`config.mk`:
```
export PLATFORM = sky130hd
export DESIGN_NAME = linear_led_sequencer_flat
export DESIGN_NICKNAME = d
export VERILOG_FILES = /design/src/rtl/linear_led_sequencer_if.sv /design/src/rtl/linear_led_sequencer.sv /design/src/flat_wrapper.sv
export SDC_FILE = /design/constraint.sdc
export NUM_CORES = 1
export LEC_CHECK = 0
export CAP_MARGIN = 20
export CORE_UTILIZATION = 40
export DETAILED_ROUTE_END_ITERATION = 12
export PLACE_DENSITY = 0.61
export RECOVER_POWER = 100
export SETUP_SLACK_MARGIN = 0.3
export SLEW_MARGIN = 20
export SYNTH_ARGS = -nofsm -noshare
export SYNTH_HDL_FRONTEND = slang
export SYNTH_SLANG_ARGS = --single-unit
```
`constraint.sdc`:
```
create_clock -name clk -period 5.8 [get_ports clk]
set_input_delay 1.74 -clock clk [delete_from_list [all_inputs] [get_ports clk]]
set_output_delay 1.74 -clock clk [all_outputs]
set_load 0.02 [all_outputs]
```
`src/rtl/linear_led_sequencer_if.sv`:
```
// linear_led_sequencer_if
//   Pixel stream between the LED sequencer and the LED driver.
//   pixel_rgb   : current pixel {R,G,B}, 3*CH_W bits
//   pixel_valid : pixel_rgb holds a pixel of the frame
//   pixel_ready : driver accepts the presented pixel this cycle
//   pixel_last  : presented pixel is the final pixel of the frame
//   master = sequencer side, slave = driver side.
interface linear_led_sequencer_if #(
  parameter int CH_W = 8
);
  logic [3*CH_W-1:0] pixel_rgb;
  logic              pixel_valid;
  logic              pixel_ready;
  logic              pixel_last;

  modport master (
    output pixel_rgb,
    output pixel_valid,
    output pixel_last,
    input  pixel_ready
  );

  modport slave (
    input  pixel_rgb,
    input  pixel_valid,
    input  pixel_last,
    output pixel_ready
  );
endinterface

```
`src/rtl/linear_led_sequencer.sv`:
```
// linear_led_sequencer
//   Expands one colour per bin and an LED count per bin into a serial
//   stream of exactly LEDS pixels per frame. Bins are emitted in index
//   order, each repeated led_counts[i] times; once all bins are used up
//   the stream is black, and pattern positions at or beyond LEDS are
//   never reached, so oversized count sums truncate the last bins.
//
//   Optional feature macro: LINEAR_LED_SEQ_ROTATE_EN
//     When defined, each completed frame advances a rotation offset by
//     rot_step (mod LEDS) and the next frame starts at that pattern
//     position after a silent SEEK phase. When undefined the offset is
//     always 0, SEEK does not exist and rot_step is ignored.
//
//   Ports
//     clk, rst_n   : clock, asynchronous active-low reset
//     bin_rgb      : colour per bin, captured on frame_start
//     led_counts   : LED count per bin, captured on frame_start
//     rot_step     : rotation advance per frame (optional feature)
//     frame_start  : frame request, sampled only while idle
//     frame_busy   : high from capture until frame_done
//     frame_done   : one-cycle pulse when a frame completes
//     pix          : pixel stream (valid/ready/last), master side
module linear_led_sequencer #(
  parameter int LEDS    = 50,
  parameter int BIN_QTY = 12,
  parameter int CH_W    = 8,
  parameter int CW      = $clog2(LEDS+1)
) (
  input  logic                                clk,
  input  logic                                rst_n,
  input  logic [BIN_QTY-1:0][3*CH_W-1:0]      bin_rgb,
  input  logic [BIN_QTY-1:0][CW-1:0]          led_counts,
  input  logic [$clog2(LEDS)-1:0]             rot_step,
  input  logic                                frame_start,
  output logic                                frame_busy,
  output logic                                frame_done,
  linear_led_sequencer_if.master              pix
);

  localparam int PW = $clog2(LEDS);
  localparam int BW = $clog2(BIN_QTY+1);

  typedef enum logic [1:0] {
    IDLE   = 2'd0,
`ifdef LINEAR_LED_SEQ_ROTATE_EN
    SEEK   = 2'd1,
`endif
    STREAM = 2'd2,
    DONE   = 2'd3
  } state_t;

  state_t                         state_q, state_d;
  logic [BIN_QTY-1:0][3*CH_W-1:0] rgb_q, rgb_d;
  logic [BIN_QTY-1:0][CW-1:0]     cnt_q, cnt_d;
  logic [BW-1:0]                  bin_q, bin_d;
  logic [CW-1:0]                  rep_q, rep_d;
  logic [PW-1:0]                  pos_q, pos_d;
  logic [PW-1:0]                  ocnt_q, ocnt_d;
  logic                           busy_q, busy_d;
  logic                           done_q, done_d;
  logic                           valid_q, valid_d;

  logic [BW-1:0]                  eff_bin;
  logic [CW-1:0]                  eff_cnt;
  logic [3*CH_W-1:0]              pat_rgb;
  logic [BW-1:0]                  adv_bin;
  logic [CW-1:0]                  adv_rep;
  logic [PW-1:0]                  adv_pos;

`ifdef LINEAR_LED_SEQ_ROTATE_EN
  logic [PW-1:0]                  offset_q, offset_d;
  logic [PW-1:0]                  seek_q, seek_d;
  logic [PW-1:0]                  rot_eff;
  logic [PW:0]                    rot_sum;
`else
  logic                           unused_rot;
  assign unused_rot = ^rot_step;
`endif

  // bin_q may point at a zero-count bin; the effective bin is the first
  // nonzero bin at or after it, or BIN_QTY once all bins are exhausted.
  always_comb begin
    eff_bin = BW'(BIN_QTY);
    for (int i = BIN_QTY-1; i >= 0; i--) begin
      if (BW'(i) >= bin_q && cnt_q[i] != '0) eff_bin = BW'(i);
    end
    eff_cnt = '0;
    pat_rgb = '0;
    for (int i = 0; i < BIN_QTY; i++) begin
      if (eff_bin == BW'(i)) begin
        eff_cnt = cnt_q[i];
        pat_rgb = rgb_q[i];
      end
    end
  end

  // Pattern pointer one position ahead; wraps to position 0 after LEDS-1,
  // where the search above lands on the first nonzero bin again.
  always_comb begin
    adv_bin = eff_bin;
    adv_rep = rep_q + 1'b1;
    adv_pos = pos_q + 1'b1;
    if (pos_q == PW'(LEDS-1)) begin
      adv_bin = '0;
      adv_rep = '0;
      adv_pos = '0;
    end else if (eff_bin == BW'(BIN_QTY)) begin
      adv_rep = '0;
    end else if (rep_q + 1'b1 == eff_cnt) begin
      adv_bin = eff_bin + 1'b1;
      adv_rep = '0;
    end
  end

  // Frame control: capture, optional seek, stream, done pulse.
  always_comb begin
    state_d = state_q;
    rgb_d   = rgb_q;
    cnt_d   = cnt_q;
    bin_d   = bin_q;
    rep_d   = rep_q;
    pos_d   = pos_q;
    ocnt_d  = ocnt_q;
    busy_d  = busy_q;
    done_d  = 1'b0;
    valid_d = valid_q;
`ifdef LINEAR_LED_SEQ_ROTATE_EN
    offset_d = offset_q;
    seek_d   = seek_q;
    rot_eff  = ({1'b0, rot_step} >= (PW+1)'(LEDS)) ? '0 : rot_step;
    rot_sum  = {1'b0, offset_q} + {1'b0, rot_eff};
    if (rot_sum >= (PW+1)'(LEDS)) rot_sum = rot_sum - (PW+1)'(LEDS);
`endif
    case (state_q)
      IDLE: begin
        if (frame_start) begin
          rgb_d  = bin_rgb;
          cnt_d  = led_counts;
          bin_d  = '0;
          rep_d  = '0;
          pos_d  = '0;
          ocnt_d = '0;
          busy_d = 1'b1;
`ifdef LINEAR_LED_SEQ_ROTATE_EN
          if (offset_q != '0) begin
            state_d = SEEK;
            seek_d  = offset_q;
          end else begin
            state_d = STREAM;
            valid_d = 1'b1;
          end
`else
          state_d = STREAM;
          valid_d = 1'b1;
`endif
        end
      end
`ifdef LINEAR_LED_SEQ_ROTATE_EN
      SEEK: begin
        bin_d  = adv_bin;
        rep_d  = adv_rep;
        pos_d  = adv_pos;
        seek_d = seek_q - 1'b1;
        if (seek_q == PW'(1)) begin
          state_d = STREAM;
          valid_d = 1'b1;
        end
      end
`endif
      STREAM: begin
        if (valid_q && pix.pixel_ready) begin
          bin_d = adv_bin;
          rep_d = adv_rep;
          pos_d = adv_pos;
          if (ocnt_q == PW'(LEDS-1)) begin
            state_d = DONE;
            valid_d = 1'b0;
            done_d  = 1'b1;
          end else begin
            ocnt_d = ocnt_q + 1'b1;
          end
        end
      end
      DONE: begin
        busy_d  = 1'b0;
        state_d = IDLE;
`ifdef LINEAR_LED_SEQ_ROTATE_EN
        offset_d = rot_sum[PW-1:0];
`endif
      end
      default: begin
        state_d = IDLE;
        valid_d = 1'b0;
        busy_d  = 1'b0;
      end
    endcase
  end

  // All state resets asynchronously, so a reset mid-frame drops the
  // stream at once and no frame_done follows.
  always_ff @(posedge clk or negedge rst_n) begin
    if (!rst_n) begin
      state_q <= IDLE;
      rgb_q   <= '0;
      cnt_q   <= '0;
      bin_q   <= '0;
      rep_q   <= '0;
      pos_q   <= '0;
      ocnt_q  <= '0;
      busy_q  <= 1'b0;
      done_q  <= 1'b0;
      valid_q <= 1'b0;
`ifdef LINEAR_LED_SEQ_ROTATE_EN
      offset_q <= '0;
      seek_q   <= '0;
`endif
    end else begin
      state_q <= state_d;
      rgb_q   <= rgb_d;
      cnt_q   <= cnt_d;
      bin_q   <= bin_d;
      rep_q   <= rep_d;
      pos_q   <= pos_d;
      ocnt_q  <= ocnt_d;
      busy_q  <= busy_d;
      done_q  <= done_d;
      valid_q <= valid_d;
`ifdef LINEAR_LED_SEQ_ROTATE_EN
      offset_q <= offset_d;
      seek_q   <= seek_d;
`endif
    end
  end

  // The pixel is only driven while valid so idle/reset outputs read 0.
  assign pix.pixel_valid = valid_q;
  assign pix.pixel_rgb   = valid_q ? pat_rgb : '0;
  assign pix.pixel_last  = valid_q && (ocnt_q == PW'(LEDS-1));
  assign frame_busy      = busy_q;
  assign frame_done      = done_q;

endmodule

```
`src/flat_wrapper.sv`:
```
// flat-port wrapper written by rule: the top's interface ports become plain ports
module linear_led_sequencer_flat 
#(
  parameter int LEDS    = 50,
  parameter int BIN_QTY = 12,
  parameter int CH_W    = 8,
  parameter int CW      = $clog2(LEDS+1)
)
  (clk, rst_n, bin_rgb, led_counts, rot_step, frame_start, frame_busy, frame_done, pix_pixel_rgb, pix_pixel_valid, pix_pixel_last, pix_pixel_ready);
  linear_led_sequencer_if #(.CH_W(CH_W)) pix_i ();
  input  logic clk;
  input  logic rst_n;
  input  logic [BIN_QTY-1:0][3*CH_W-1:0] bin_rgb;
  input  logic [BIN_QTY-1:0][CW-1:0] led_counts;
  input  logic [$clog2(LEDS)-1:0] rot_step;
  input  logic frame_start;
  output logic frame_busy;
  output logic frame_done;
  output wire logic [$bits(pix_i.pixel_rgb)-1:0] pix_pixel_rgb;
  output wire logic [$bits(pix_i.pixel_valid)-1:0] pix_pixel_valid;
  output wire logic [$bits(pix_i.pixel_last)-1:0] pix_pixel_last;
  input wire logic [$bits(pix_i.pixel_ready)-1:0] pix_pixel_ready;
  assign pix_pixel_rgb = pix_i.pixel_rgb;
  assign pix_pixel_valid = pix_i.pixel_valid;
  assign pix_pixel_last = pix_i.pixel_last;
  assign pix_i.pixel_ready = pix_pixel_ready;
  linear_led_sequencer #(.LEDS(LEDS), .BIN_QTY(BIN_QTY), .CH_W(CH_W), .CW(CW)) u_core (.clk(clk), .rst_n(rst_n), .bin_rgb(bin_rgb), .led_counts(led_counts), .rot_step(rot_step), .frame_start(frame_start), .frame_busy(frame_busy), .frame_done(frame_done), .pix(pix_i));
endmodule
```
---- Word level (Yosys, flattened, before mapping) ----
Cells that the tools add are included.
word-level totals
  word-level logic and storage cells ...... 173
  flip-flop bits (word level) ............. 387
  output and inout bits ................... 28
  bits of input ports ..................... 370
cells by class
  magnitude comparators ................... 12
  add/subtract/negate cells ............... 4
  bitwise logic cells ..................... 2
  equal/unequal tests ..................... 21
  multiplexer cells ....................... 67
  reductions and logical operators ........ 35
operator list
  cell                                                                   number
  24-bit 2-to-1 mux                                                      13
  6-bit 2-to-1 mux                                                       21
  6-bit nonzero test                                                     12
  4-bit 2-to-1 mux                                                       16
  6-bit case mux with 2 select lines                                     3
  4-bit equality test, second input constant                             5
  6-bit by 1-bit adder with 6-bit output, second input constant          3
  4-bit by 3-bit equality test with 1-bit output, second input constant  4
  3-bit by 4-bit >= comparator with 1-bit output, first input constant   4
  4-bit >= comparator, first input constant                              4
  1-bit logical AND                                                      14
  6-bit equality test, second input constant                             2
  4-bit by 2-bit equality test with 1-bit output, second input constant  2
  1-bit by 4-bit >= comparator with 1-bit output, first input constant   2
  2-bit by 4-bit >= comparator with 1-bit output, first input constant   2
  4-bit case mux with 2 select lines                                     1
  4-bit AND reduction                                                    2
  6-bit equality test                                                    1
  1-bit 2-to-1 mux                                                       6
  2-bit 2-to-1 mux                                                       3
  3-bit AND reduction                                                    2
  4-bit by 1-bit adder with 4-bit output, second input constant          1
  2-bit equality test, second input constant                             2
  4-bit by 1-bit equality test with 1-bit output, second input constant  1
  other kinds (11)                                                       15

---- Logic depth before layout (Yosys ltp) ----
  depth in word-level cells ............... 33
  mapped depth ............................ 22
  mapped depth without buffers ............ 19

---- Worst setup path after synthesis ----
No wires, ideal clock.
  path kind ............................... flip-flop to output port
  from .................................... reg u_core.bin_q[3]
  to ...................................... out pix_pixel_rgb[7]
  arrival time ............................ 3.872 ns
  stages on the path, launching flop included .. 22
  buffers on the path ..................... 3
  path slack .............................. 0.188 ns
  required time ........................... 4.060 ns
  cells stage by stage .................... dfrtp_1 clkbuf_1 and3_1 a21oi_1 a21o_1 a32oi_1 o21a_1 nor2_1 o22a_1 inv_1 ha_1 clkbuf_1 clkinv_1 nand2_1 a21oi_1 clkbuf_1 a222oi_1 nor3_1 a211oi_1 o21ai_0 a221oi_1 nor2_1
between the ends
  word-level cells in the longest chain between the ends .. 28
  elaborated cells on any way between the ends .. 61
  classes of those cells .................. 12 x order compare; 11 x eq/ne; 25 x mux; 13 x reduce/logical
ends and longest elaborated chain
  what                              RTL line                     text
  start: declaration                linear_led_sequencer.sv:55   logic [BW-1:0] bin_q, bin_d;
  start signal: assignment          linear_led_sequencer.sv:221  bin_q <= bin_d;
  4-bit >= comparator               linear_led_sequencer.sv:85   if (BW'(i) >= bin_q && cnt_q[i] != '0) eff_bin = BW'(i);
  1-bit logical AND                 linear_led_sequencer.sv:85
  3-bit 2-to-1 mux                  linear_led_sequencer.sv:85
  4-bit 2-to-1 mux (10 in series)   linear_led_sequencer.sv:85
  4-bit 2-to-1 mux (*)              linear_led_sequencer.sv:85
  4-bit logical NOT                 linear_led_sequencer.sv:90   if (eff_bin == BW'(i)) begin
  24-bit 2-to-1 mux (11 in series)  linear_led_sequencer.sv:90
  24-bit 2-to-1 mux (*)             linear_led_sequencer.sv:90
  24-bit 2-to-1 mux (*)             linear_led_sequencer.sv:237  assign pix.pixel_rgb = valid_q ? pat_rgb : '0;
  end: declaration                  flat_wrapper.sv:19           output wire logic [$bits(pix_i.pixel_rgb)-1:0] pix_pixel_rgb;
Mark *: on every way between the ends. The rest lies on a longest branch, timed or not.

---- Final worst setup path ----
  from .................................... reg u_core.cnt_q[60] (netlist name)
  to ...................................... out pix_pixel_rgb[21]
between the ends
  word-level cells in the longest chain between the ends .. 27
  elaborated cells on any way between the ends .. 38
  classes of those cells .................. 11 x eq/ne; 24 x mux; 3 x reduce/logical
ends and longest elaborated chain
  what                                 RTL line                     text
  start: declaration                   linear_led_sequencer.sv:54   logic [BIN_QTY-1:0][CW-1:0] cnt_q, cnt_d;
  start signal: assignment             linear_led_sequencer.sv:220  cnt_q <= cnt_d;
  6-bit nonzero test (*)               linear_led_sequencer.sv:85
  1-bit logical AND (*)                linear_led_sequencer.sv:85
  4-bit 2-to-1 mux (*) (11 in series)  linear_led_sequencer.sv:85
  4-bit logical NOT                    linear_led_sequencer.sv:90
  24-bit 2-to-1 mux (11 in series)     linear_led_sequencer.sv:90
  24-bit 2-to-1 mux (*)                linear_led_sequencer.sv:90
  24-bit 2-to-1 mux (*)                linear_led_sequencer.sv:237
Marked as above.

==> metrics.csv <==
metric,value,unit
gp_congestion,0.869,
final_area,27400,sq um
clk_pin_slew,0.06,ns
cts_buffers,44,
insertion_delay,0.58,ns
synth.distinct_cells,72,
synthDominantCellAreaShare,52.4,%
violations,"max-capacitance violations, max-slew violations, negative setup slack",
root_buffer,clkbuf_16,
leakage,0.0114,uW
drt-total-wl,62600,um
grt_pass1_vias,16400,
cp-end-kind,output pin,
power_frac_seq,31.5,%
clockBufferDepth,3,
drc,0,
p_int,8960,uW
synth-async-reset-ratio,100,%
relSlewSlack,-108,%
power_frac_comb,49.0,%
ys_seq_area_share,52.4,%
post-route-min-period,6.27,ns
yosysTopAreaCell,dfrtp_1,
power_frac_clock,19.5,%
rsz0062_at_grt,yes,
synth_seq_cells,387,
worstPathMaxFanout,8,
cts_max_level,2,
layout.nets,2527,
die_width,217,um
syn_inst,1551,
grt_max_degree,142,
cap_violations,6,
die_area,47100,sq um
grt_antenna_before_repair,30,
die_h,217,um
finalNonFillerCells,2793,
ant_nets,0,
netSwitchingFraction,35.5,%
setup_viol,24,
post-dp-hpwl,43600,um
fill_cells,3835,
syn_avg_cell_area,11.9,sq um
grt_usage,26.8,%
num_vias,15400,
hold_buffers,0,
fin_crit_sh,108,%
area_growth,48.3,%
dp.cells,2643,
critPathRequiredTime,4.06,ns
hold_violations,0,
power_switching,4940,uW
synth_area_leaders,"dfrtp_1 (52%), mux2_2 (22%), o21ai_0 (2.1%)",
fin_worst_skew,0.0163,ns
drive_above_1_share,38.4,%
placementRows,78,
worst_slack,-0.468,ns
critPathKind,reg -> out,
drv_slew,619,
holdCritPathClass,reg -> reg,
power,13900,uW
wl_per_cell,22.4,um
synth_area,18500,sq um
yosysWarnings,0,
cts_tree,yes,
initial_core_util,40.6,%
syn_nets,1930,
coreArea,45500,sq um
pre_cts_ws,-0.978,ns
outcome,finished with violations,
placed_area,24600,sq um
dr.pass1.iters,6,
ir_drop,0.000278,V
routed_via_density,5.51,
drtIter0Drc,1002,
worst_pin_slew,3.13,ns
max_freq,0.160,GHz
io_buffers,391,
ios,398,
p_per_area,507,nW/um^2
synth_ff_type,dfrtp_1,
cp_data_arrival_time,4.53,ns
grt_overflow,0,
synth_edf_count,0,
grt_first_pass_wirelength,96100,um
clock_sinks,387,
cp-start-kind,register,
==> placed cells by master (no fill, tap or decap), drive strengths merged, types with 13 or more instances in the layout <==
cell	instances
o221ai	25
a222oi	25
buf	282
a221oi	28
inv	21
clkbuf	79
a21oi	44
o21ai	91
nand2	100
a221o	28
a21o	27
dfrtp	387
clkdlybuf4s50	361
a211oi	30
diode	13
nor2	97
nor3	36
mux2	354
==> worst max-delay path: stages (launching register included) <==
cell and delay, ns:
dfrtp_1 0.39, nor4_2 0.29, buf_4 0.18, a21oi_2 0.05, a21o_1 0.18, a32oi_1 0.19
o21a_1 0.16, nor2_2 0.04, o22a_1 0.21, inv_2 0.10, ha_4 0.15, clkinv_4 0.08
nand2_8 0.09, a21oi_4 0.08, buf_4 0.20, buf_6 0.10, a222oi_1 0.30, nor3_1 0.12
a211oi_1 0.21, buf_4 0.18, o21ai_4 0.06, a221oi_2 0.22, buf_4 0.15, nor2_1 0.03
buf_4 0.16
==> synth_stat cells (5+ instances only) <==
master / count
o221ai_1: 25
nand2b_1: 5
and2_1: 6
mux2_2: 354
a2bb2oi_1: 5
dfrtp_1: 387
clkbuf_1: 98
a21oi_1: 43
nand2_1: 98
a221oi_1: 27
o21ai_0: 77
ha_1: 9
nand3_1: 11
a221o_1: 28
nand4_1: 6
inv_1: 19
buf_2: 5
nor3_1: 34
nor4_1: 10
a31oi_1: 7
a21o_1: 27
nor2b_1: 9
o21ai_1: 11
buf_4: 6
a222oi_1: 25
xor2_1: 7
o211ai_1: 7
nor2_1: 97
a22oi_1: 5
a211oi_1: 29
==> registers in the layout (all words and copies together), names as in the netlist <==
register	cells
u_core.rgb_q	288
u_core.pos_q	6
u_core.cnt_q	72
u_core.bin_q	4
u_core.rep_q	6
u_core.state_q	2
u_core.frame_busy	1
u_core.ocnt_q	6
u_core.frame_done	1
u_core.pix.pixel_valid	1
==> final cells by class <==
class / instances / area, sq um / area share [%]
Clock inverter: 10 / 67.6 / 0.246
Timing Repair Buffer: 660 / 6440 / 23.5
Antenna cell: 13 / 32.5 / 0.119
Sequential cell: 387 / 9680 / 35.3
Multi-Input combinational cell: 1034 / 9020 / 32.9
Clock buffer: 68 / 1330 / 4.86
Inverter: 21 / 86.3 / 0.315
Tap cell: 600 / 751 / 2.74
==> worst paths after layout <==
check / startpoint / to / slack (ns) / depth (start not counted)
max: u_core.cnt_q[60]$_DFFE_PN0P_ / pix_pixel_rgb[21] / -0.47 / 24
min: u_core.pos_q[4]$_DFFE_PN0P_ / u_core.pos_q[4]$_DFFE_PN0P_ / 0.49 / 2
max reg2reg: u_core.cnt_q[60]$_DFFE_PN0P_ / u_core.rep_q[3]$_DFFE_PN0P_ / 0.98 / 22
min reg2reg: u_core.pos_q[4]$_DFFE_PN0P_ / u_core.pos_q[4]$_DFFE_PN0P_ / 0.49 / 2
max in group asynchronous: rst_n / u_core.rgb_q[224]$_DFFE_PN0P_ / 0.78 / 2
min in group asynchronous: rst_n / u_core.cnt_q[67]$_DFFE_PN0P_ / 2.05 / 1
==> logic make-up (layout without fill, tap and decap cells) <==
family                     after synthesis  after routing  synth area share [%]
DFF                                    387            387                  52.4
AOI/OAI and AO/OA                      354            355                  14.3
muxes                                  356            356                  21.7
buffers and inverters                  131            759                  2.86
xor gates and xnor gates                11             11                 0.521
other                                    0             13                     0
adders and majority gates                9              9                 0.609
and+or+nand+nor                        303            303                  7.69
==> through the flow <==
| stage | TNS [ns] | hold slack [ns] | util, % |
|---|---|---|---|
| 4_1_cts | -10.30 | 0.494 | 59.9 |
| 3_3_place_gp | -18.06 | 0.463 | 54.1 |
| 6_report | -9.25 | 0.487 | 60.3 |
| 5_1_grt | -14.86 | 0.516 | 60.3 |
| 2_1_floorplan | 0 | 0.450 | - |
| 3_5_place_dp | -18.04 | 0.480 | 54.1 |
==> power by group through the flow <==
stage	Clock [uW]	Combinational, uW	Sequential [uW]
2_1_floorplan	0	3010	4190
3_3_place_gp	0	5730	4310
3_5_place_dp	0	5810	4360
4_1_cts	2790	6630	4350
5_1_grt	2880	7270	4510
6_report	2710	6810	4380
==> what timing repair did <==
action	in CTS	in global routing
endpoints found under the setup margin	24	24
buffers inserted	42	8
pin swaps	109	52
gates resized for setup	281	36
hold endpoints to repair	0	0
gates cloned	8	1
==> per-layer routing <==
| metal | up-vias | part of all wire [%] | GRT usage (%) |
|---|---|---|---|
| met5 | - | 0.31 | 0 |
| met4 | 30 | 4.0 | 11.2 |
| met3 | 159 | 6.7 | 6.95 |
| met2 | 448 | 50 | 45.5 |
| met1 | 7747 | 39 | 32.1 |
| li1 | 7017 | - | - |
(Power assumes the default switching activity.)
